===== src/rtl/peripheral_interrupt_controller.sv =====
// Banked PIR/PIE interrupt flag/enable registers with a lowest-index-first priority encoder and an ack-time snapshot.
// Latency: a strobe in cycle t sets its flag at edge t+1, and the irq/pending outputs follow combinationally. There is no backpressure.
module peripheral_interrupt_controller #(
  parameter int         NUM_BANKS = 2,
  parameter logic [8:0] PIR_BASE  = 9'h00C,
  parameter logic [8:0] PIE_BASE  = 9'h08C,
  parameter bit         EDGE_MODE = 1'b0
) (
  input  logic                   clk,
  input  logic                   rst,
  input  logic [8:0]             addr,
  input  logic                   wr_en,
  input  logic [7:0]             data_in,
  output logic [7:0]             data_out,
  output logic                   addr_hit,
  input  logic [8*NUM_BANKS-1:0] interrupt_strobes,
  input  logic                   peie,
  output logic                   periph_irq,
  output logic                   pending_valid,
  output logic [4:0]             pending_index,
  input  logic                   irq_ack,
  output logic [4:0]             captured_index,
  output logic                   captured_valid
);

  localparam int N = 8 * NUM_BANKS;

  logic [NUM_BANKS-1:0][7:0] r_pir;
  logic [NUM_BANKS-1:0][7:0] r_pie;
  logic [N-1:0]              r_strobe_prev;
  logic [4:0]                r_cap_index;
  logic                      r_cap_valid;

  logic [NUM_BANKS-1:0][7:0] w_set;
  logic [N-1:0]              w_pend;
  logic [4:0]                w_index;
  logic                      w_hit;
  logic [7:0]                w_rdata;
  logic                      w_irq;

  // In edge mode only a 0->1 transition counts, so a held strobe cannot re-set a cleared flag.
  assign w_set  = EDGE_MODE ? (interrupt_strobes & ~r_strobe_prev) : interrupt_strobes;
  assign w_pend = r_pir & r_pie;

  always_comb begin
    w_hit   = 1'b0;
    w_rdata = 8'h00;
    for (int b = 0; b < NUM_BANKS; b++) begin
      if (addr == PIR_BASE + 9'(b)) begin
        w_hit   = 1'b1;
        w_rdata = r_pir[b];
      end
      if (addr == PIE_BASE + 9'(b)) begin
        w_hit   = 1'b1;
        w_rdata = r_pie[b];
      end
    end
  end

  // Scanning downward means the lowest set index is the one that remains.
  always_comb begin
    w_index = 5'd0;
    for (int k = N - 1; k >= 0; k--) begin
      if (w_pend[k]) w_index = 5'(k);
    end
  end

  assign w_irq = (|w_pend) & peie;

  always_ff @(posedge clk or posedge rst) begin
    if (rst) begin
      r_pir         <= '0;
      r_pie         <= '0;
      r_strobe_prev <= '0;
      r_cap_index   <= 5'd0;
      r_cap_valid   <= 1'b0;
    end else begin
      r_strobe_prev <= interrupt_strobes;
      for (int b = 0; b < NUM_BANKS; b++) begin
        // OR-ing the set term after the write data lets a hardware event win over a software clear.
        if (wr_en && (addr == PIR_BASE + 9'(b)))
          r_pir[b] <= data_in | w_set[b];
        else
          r_pir[b] <= r_pir[b] | w_set[b];
        if (wr_en && (addr == PIE_BASE + 9'(b)))
          r_pie[b] <= data_in;
      end
      if (irq_ack) begin
        r_cap_index <= w_index;
        r_cap_valid <= w_irq;
      end
    end
  end

  assign data_out       = w_rdata;
  assign addr_hit       = w_hit;
  assign periph_irq     = w_irq;
  assign pending_valid  = |w_pend;
  assign pending_index  = w_index;
  assign captured_index = r_cap_index;
  assign captured_valid = r_cap_valid;

endmodule

===== config.mk =====
export PLATFORM = sky130hd
export DESIGN_NAME = peripheral_interrupt_controller
export DESIGN_NICKNAME = d
export VERILOG_FILES = /design/src/rtl/peripheral_interrupt_controller.sv
export SDC_FILE = /design/constraint.sdc
export NUM_CORES = 1
export LEC_CHECK = 0
export CAP_MARGIN = 20
export CORE_MARGIN = 10
export CORE_UTILIZATION = 24
export CTS_BUF_LIST = sky130_fd_sc_hd__clkbuf_8
export DETAILED_ROUTE_END_ITERATION = 10
export PLACE_DENSITY = 0.45
export SETUP_SLACK_MARGIN = 0.3
export SLEW_MARGIN = 20
export SYNTH_ARGS = -nofsm -noshare
export SYNTH_HDL_FRONTEND = slang
export SYNTH_SLANG_ARGS = --single-unit

===== constraint.sdc =====
create_clock -name clk -period 3.4 [get_ports clk]
set_input_delay 1.02 -clock clk [delete_from_list [all_inputs] [get_ports clk]]
set_output_delay 1.02 -clock clk [all_outputs]
set_load 0.05 [all_outputs]

# Word level (Yosys, flattened, before mapping)
# Index checks and enable logic that the tools add are counted.
dict set report word_totals {
  ff_bits 38
  latchBits 0
  ramBits 0
  romBits 0
  mem_count 0
}
dict set report classes {
  n_addsub 0
  mul 0
  div 0
  n_lt_le_gt_ge 0
  eq_ne 4
  n_shift 0
  mux 26
  n_bitwise 6
  n_reduce_logical 5
}
# operator count
set op_table {}
lappend op_table {{two-way mux 5 bit} 15}
lappend op_table {{two-way mux 8 bit} 6}
lappend op_table {{bitwise OR 8 bit} 4}
lappend op_table {{== test 9 x 4 -> 1 bit, second input constant} 2}
lappend op_table {{== test 9 x 8 -> 1 bit, second input constant} 2}
lappend op_table {{bitwise AND 16 bit} 1}
lappend op_table {{OR reduction 16 bit} 1}
lappend op_table {{logical AND 1 bit} 4}
lappend op_table {{two-way mux 1 bit} 4}
lappend op_table {{two-way mux 4 bit} 1}
lappend op_table {{bitwise AND 1 bit} 1}

# Longest topological paths before layout
dict set report logic_depth {
  ltp_word 17
  ltp_mapped 6
  ltp_nobuf 4
}

# Worst setup path before layout
# No wires, ideal clock.
dict set report synth_timing {
  path_type {input-to-output}
  startpoint {in addr[7]}
  endpoint {out data_out[5]}
  arrival_ns 2.123
  t_required_ns 2.380
  slack_ns 0.257
  cell_stages 3
  path_cell_list {buf_2 mux4_2 and3_2}
}
dict set report synth_via {
  elab_chain_cells 5
}
# item line
set synth_lines {}
lappend synth_lines {{start, declared} 11} ;# input logic [8:0] addr,
lappend synth_lines {{== test 9 x 4 -> 1 bit} 49} ;# if (addr == PIR_BASE + 9'(b)) begin
lappend synth_lines {{two-way mux 8 bit} 49}
lappend synth_lines {{two-way mux 8 bit} 53} ;# if (addr == PIE_BASE + 9'(b)) begin
lappend synth_lines {{two-way mux 8 bit} 49}
lappend synth_lines {{two-way mux 8 bit *} 53}
lappend synth_lines {{end, declared} 14} ;# output logic [7:0] data_out,
# Mark *: on every way between the ends. The rest lies on a longest branch, timed or not.

# Worst setup path after layout
# Same ends and word-level chain as after synthesis.

==> results.toml <==
[synthesis]
synth_area_sq_mm = 0.00214
ys_ff_latch = 37
syn_inst = 184
synth_top_area_share_pct = 43.4
ys_seq_area_share_pct = 43.4
yosys_warnings = 0
synthArstFlopShare_pct = 100
syn_avg_cell_area_sq_um = 11.6
ys.flop_type = "dfrtp_1"
synth_edf_count = 0
yosys.cell_types.count = 34
synth_top_area_cell = "dfrtp_1"
synth_area_leaders = "dfrtp_1 43%, mux2_2 9.5%, mux4_2 8.4%"

[sta]
period_share_pct = 90.7
min_period_ns = 3.08
setup_viol = 0
final_max_slew_viol_count = 0
hold_viol_final = 0
relSlewSlack_pct = 65.9
fin_worst_skew_ns = 0.00544
max_freq_mhz = 324
tightest_slew_ns = 0.510
rsz0062_at_grt = "true"

[global_route]
grt_pass1_wl_mm = 10.5
grt_max_degree = 38
grt_remaining_overflow = 0
grt_usage_pct = 10.2
first_global_vias = 1832
antenna_found_initial = 0

[clock_network]
clock_path_buffers = 2
cts-root-buf = "clkbuf_8"
clk_latency_ns = 0.29
htreeDepth = 2
clkTransAtPathRegs_ns = 0.07
cts_sinks = 37
cts_tree = "done"
cts_buffers = 5

[worst_setup_path]
r2r_cells = 4
critPathArrivalTime_ns = 2.06
required_ns = 2.38
r2r-start = "r_pir[10]"
crit_path_max_fanout = 7
worstReg2RegEnd = "captured_index[3]"
r2r_setup_slack_ns = 1.90
crit_type = "primary input to primary output"
start_kind = "primary input"
endpoint_kind = "primary output"

[die]
die_x_um = 114
core.rowCount = 34
core-area_sq_mm = 0.00868
fp.dieH_um = 114
num_io_pins = 60
dieArea_sq_mm = 0.0131
start_util_pct = 24.6

[drt]
via_count = 1779
drt-initial-drc-count = 59
dr.pass1.iters = 4
ant_nets = 0
drc = 0
routed_wirelength_mm = 6.78
viasPerCell = 4.87
wire_per_inst_um = 18.6

[cells_and_area]
diodes = 0
layout_common_cells = "37 x dfrtp_1, 33 x clkdlybuf4s50_1, 18 x mux2_2, 18 x nor2_1, 16 x a211o_1"
area_growth_syn_to_layout_pct = 47.6
final_layout_size_suffix_gt1_share_pct = 32.7
nets = 295
final_cells = 365
final_common_cell = "dfrtp_1"
fillers = 890

[run]
maxCapViolations = 0

[place]
place_hpwl_mm = 5.03
gp_congestion = 0.789
port_buffers = 57
dpl.cell_count = 351

[min_path]
hp-start = "captured_valid"
whs_endpoint = "captured_valid"
hold_depth = 1
hold_path_class = "register to register"

[power_and_ir_drop]
p_leak_nw = 1.34
vdd_drop_max_mv = 0.153
total_power_mw = 1.09
powerDensity_mw_per_mm2 = 346

[run_status]
status = "complete, no violations"
power by group:
group | switching [mW] | total (mW) | internal, mW
registers | 0.0115 | 0.468 | 0.456
clock network | 0.150 | 0.308 | 0.158
logic | 0.183 | 0.313 | 0.130
how the worst max path moves through the flow:
stage	from	endpoint	slack [ns]	depth (start not counted)
floorplan	addr[0]	data_out[0]	0.31	3
global placement	addr[7]	data_out[4]	-0.18	5
detailed placement	addr[7]	data_out[4]	-0.20	5
CTS	addr[7]	data_out[4]	0.26	5
global route	addr[7]	data_out[5]	0.30	5
finish	addr[7]	data_out[5]	0.32	5
Yosys cell counts (2+ instances only):
cell type,count
mux4_2,8
buf_6,3
buf_4,3
nor2b_1,4
nand4_4,3
and2_1,4
a21oi_1,2
dfrtp_1,37
mux2_2,18
a211o_1,16
nand4_1,2
buf_2,3
nand2_1,11
nor2_1,18
a22oi_1,8
a21boi_0,3
inv_1,12
and3_2,8
o211ai_1,3
a22o_1,4
area by class of cell:
| class | count | area (sq um) | share of cell area (%) |
|---|---|---|---|
| clock inverters | 1 | 3.75 | 0.119 |
| repair buffers | 74 | 800 | 25.4 |
| well taps | 108 | 135 | 4.29 |
| flip-flops and latches | 37 | 926 | 29.4 |
| multi-input cells | 127 | 1160 | 36.8 |
| inverters | 12 | 45.0 | 1.43 |
| clock buffers | 6 | 82.6 | 2.62 |
metrics by stage:
stage	util [%]	hold slack [ns]	setup slack [ns]	setup TNS, ns	instance area (sq um)
final	36.3	0.494	0.317	0	3150
after CTS	36.2	0.499	0.256	0	3140
after detailed placement	34.0	0.482	-0.196	-1.38	2950
after floorplan	-	0.491	0.306	0	2140
after global placement	34.0	0.476	-0.181	-1.31	2950
after global routing	36.3	0.523	0.296	0	3150
routing by layer:
metal | global-route usage, % | wire length, um
met1 | 13.5 | 3170
met2 | 16.0 | 3160
met3 | 3.04 | 370
met4 | 2.26 | 69
met5 | 0 | 0
state kept, by name, indices dropped and copies added, names as in the netlist:
register        cells
captured_index      4
captured_valid      1
r_pir              16
r_pie              16
worst max-delay path, stage by stage:
cell    delay (ns)
buf_6         0.08
buf_12        0.12
mux4_2        0.50
and3_4        0.20
buf_12        0.14
timing repair:
item,CTS,global route
endpoints found under the setup margin,11,10
hold buffers,0,0
pin swaps,4,4
gates resized for setup,44,7
buffers inserted,5,0
cloned,2,0
kinds of logic (layout without fill, tap and decap cells):
logic type,Yosys count,in the layout,synth area share (%)
DFF,37,37,43.4
and+or+nand+nor,55,55,16.6
buffers and inverters,21,93,5.45
muxes,26,26,17.9
other,1,2,0.176
AOI/OAI and AO/OA,44,44,16.5
No activity file was read; power rests on OpenSTA's default activity.
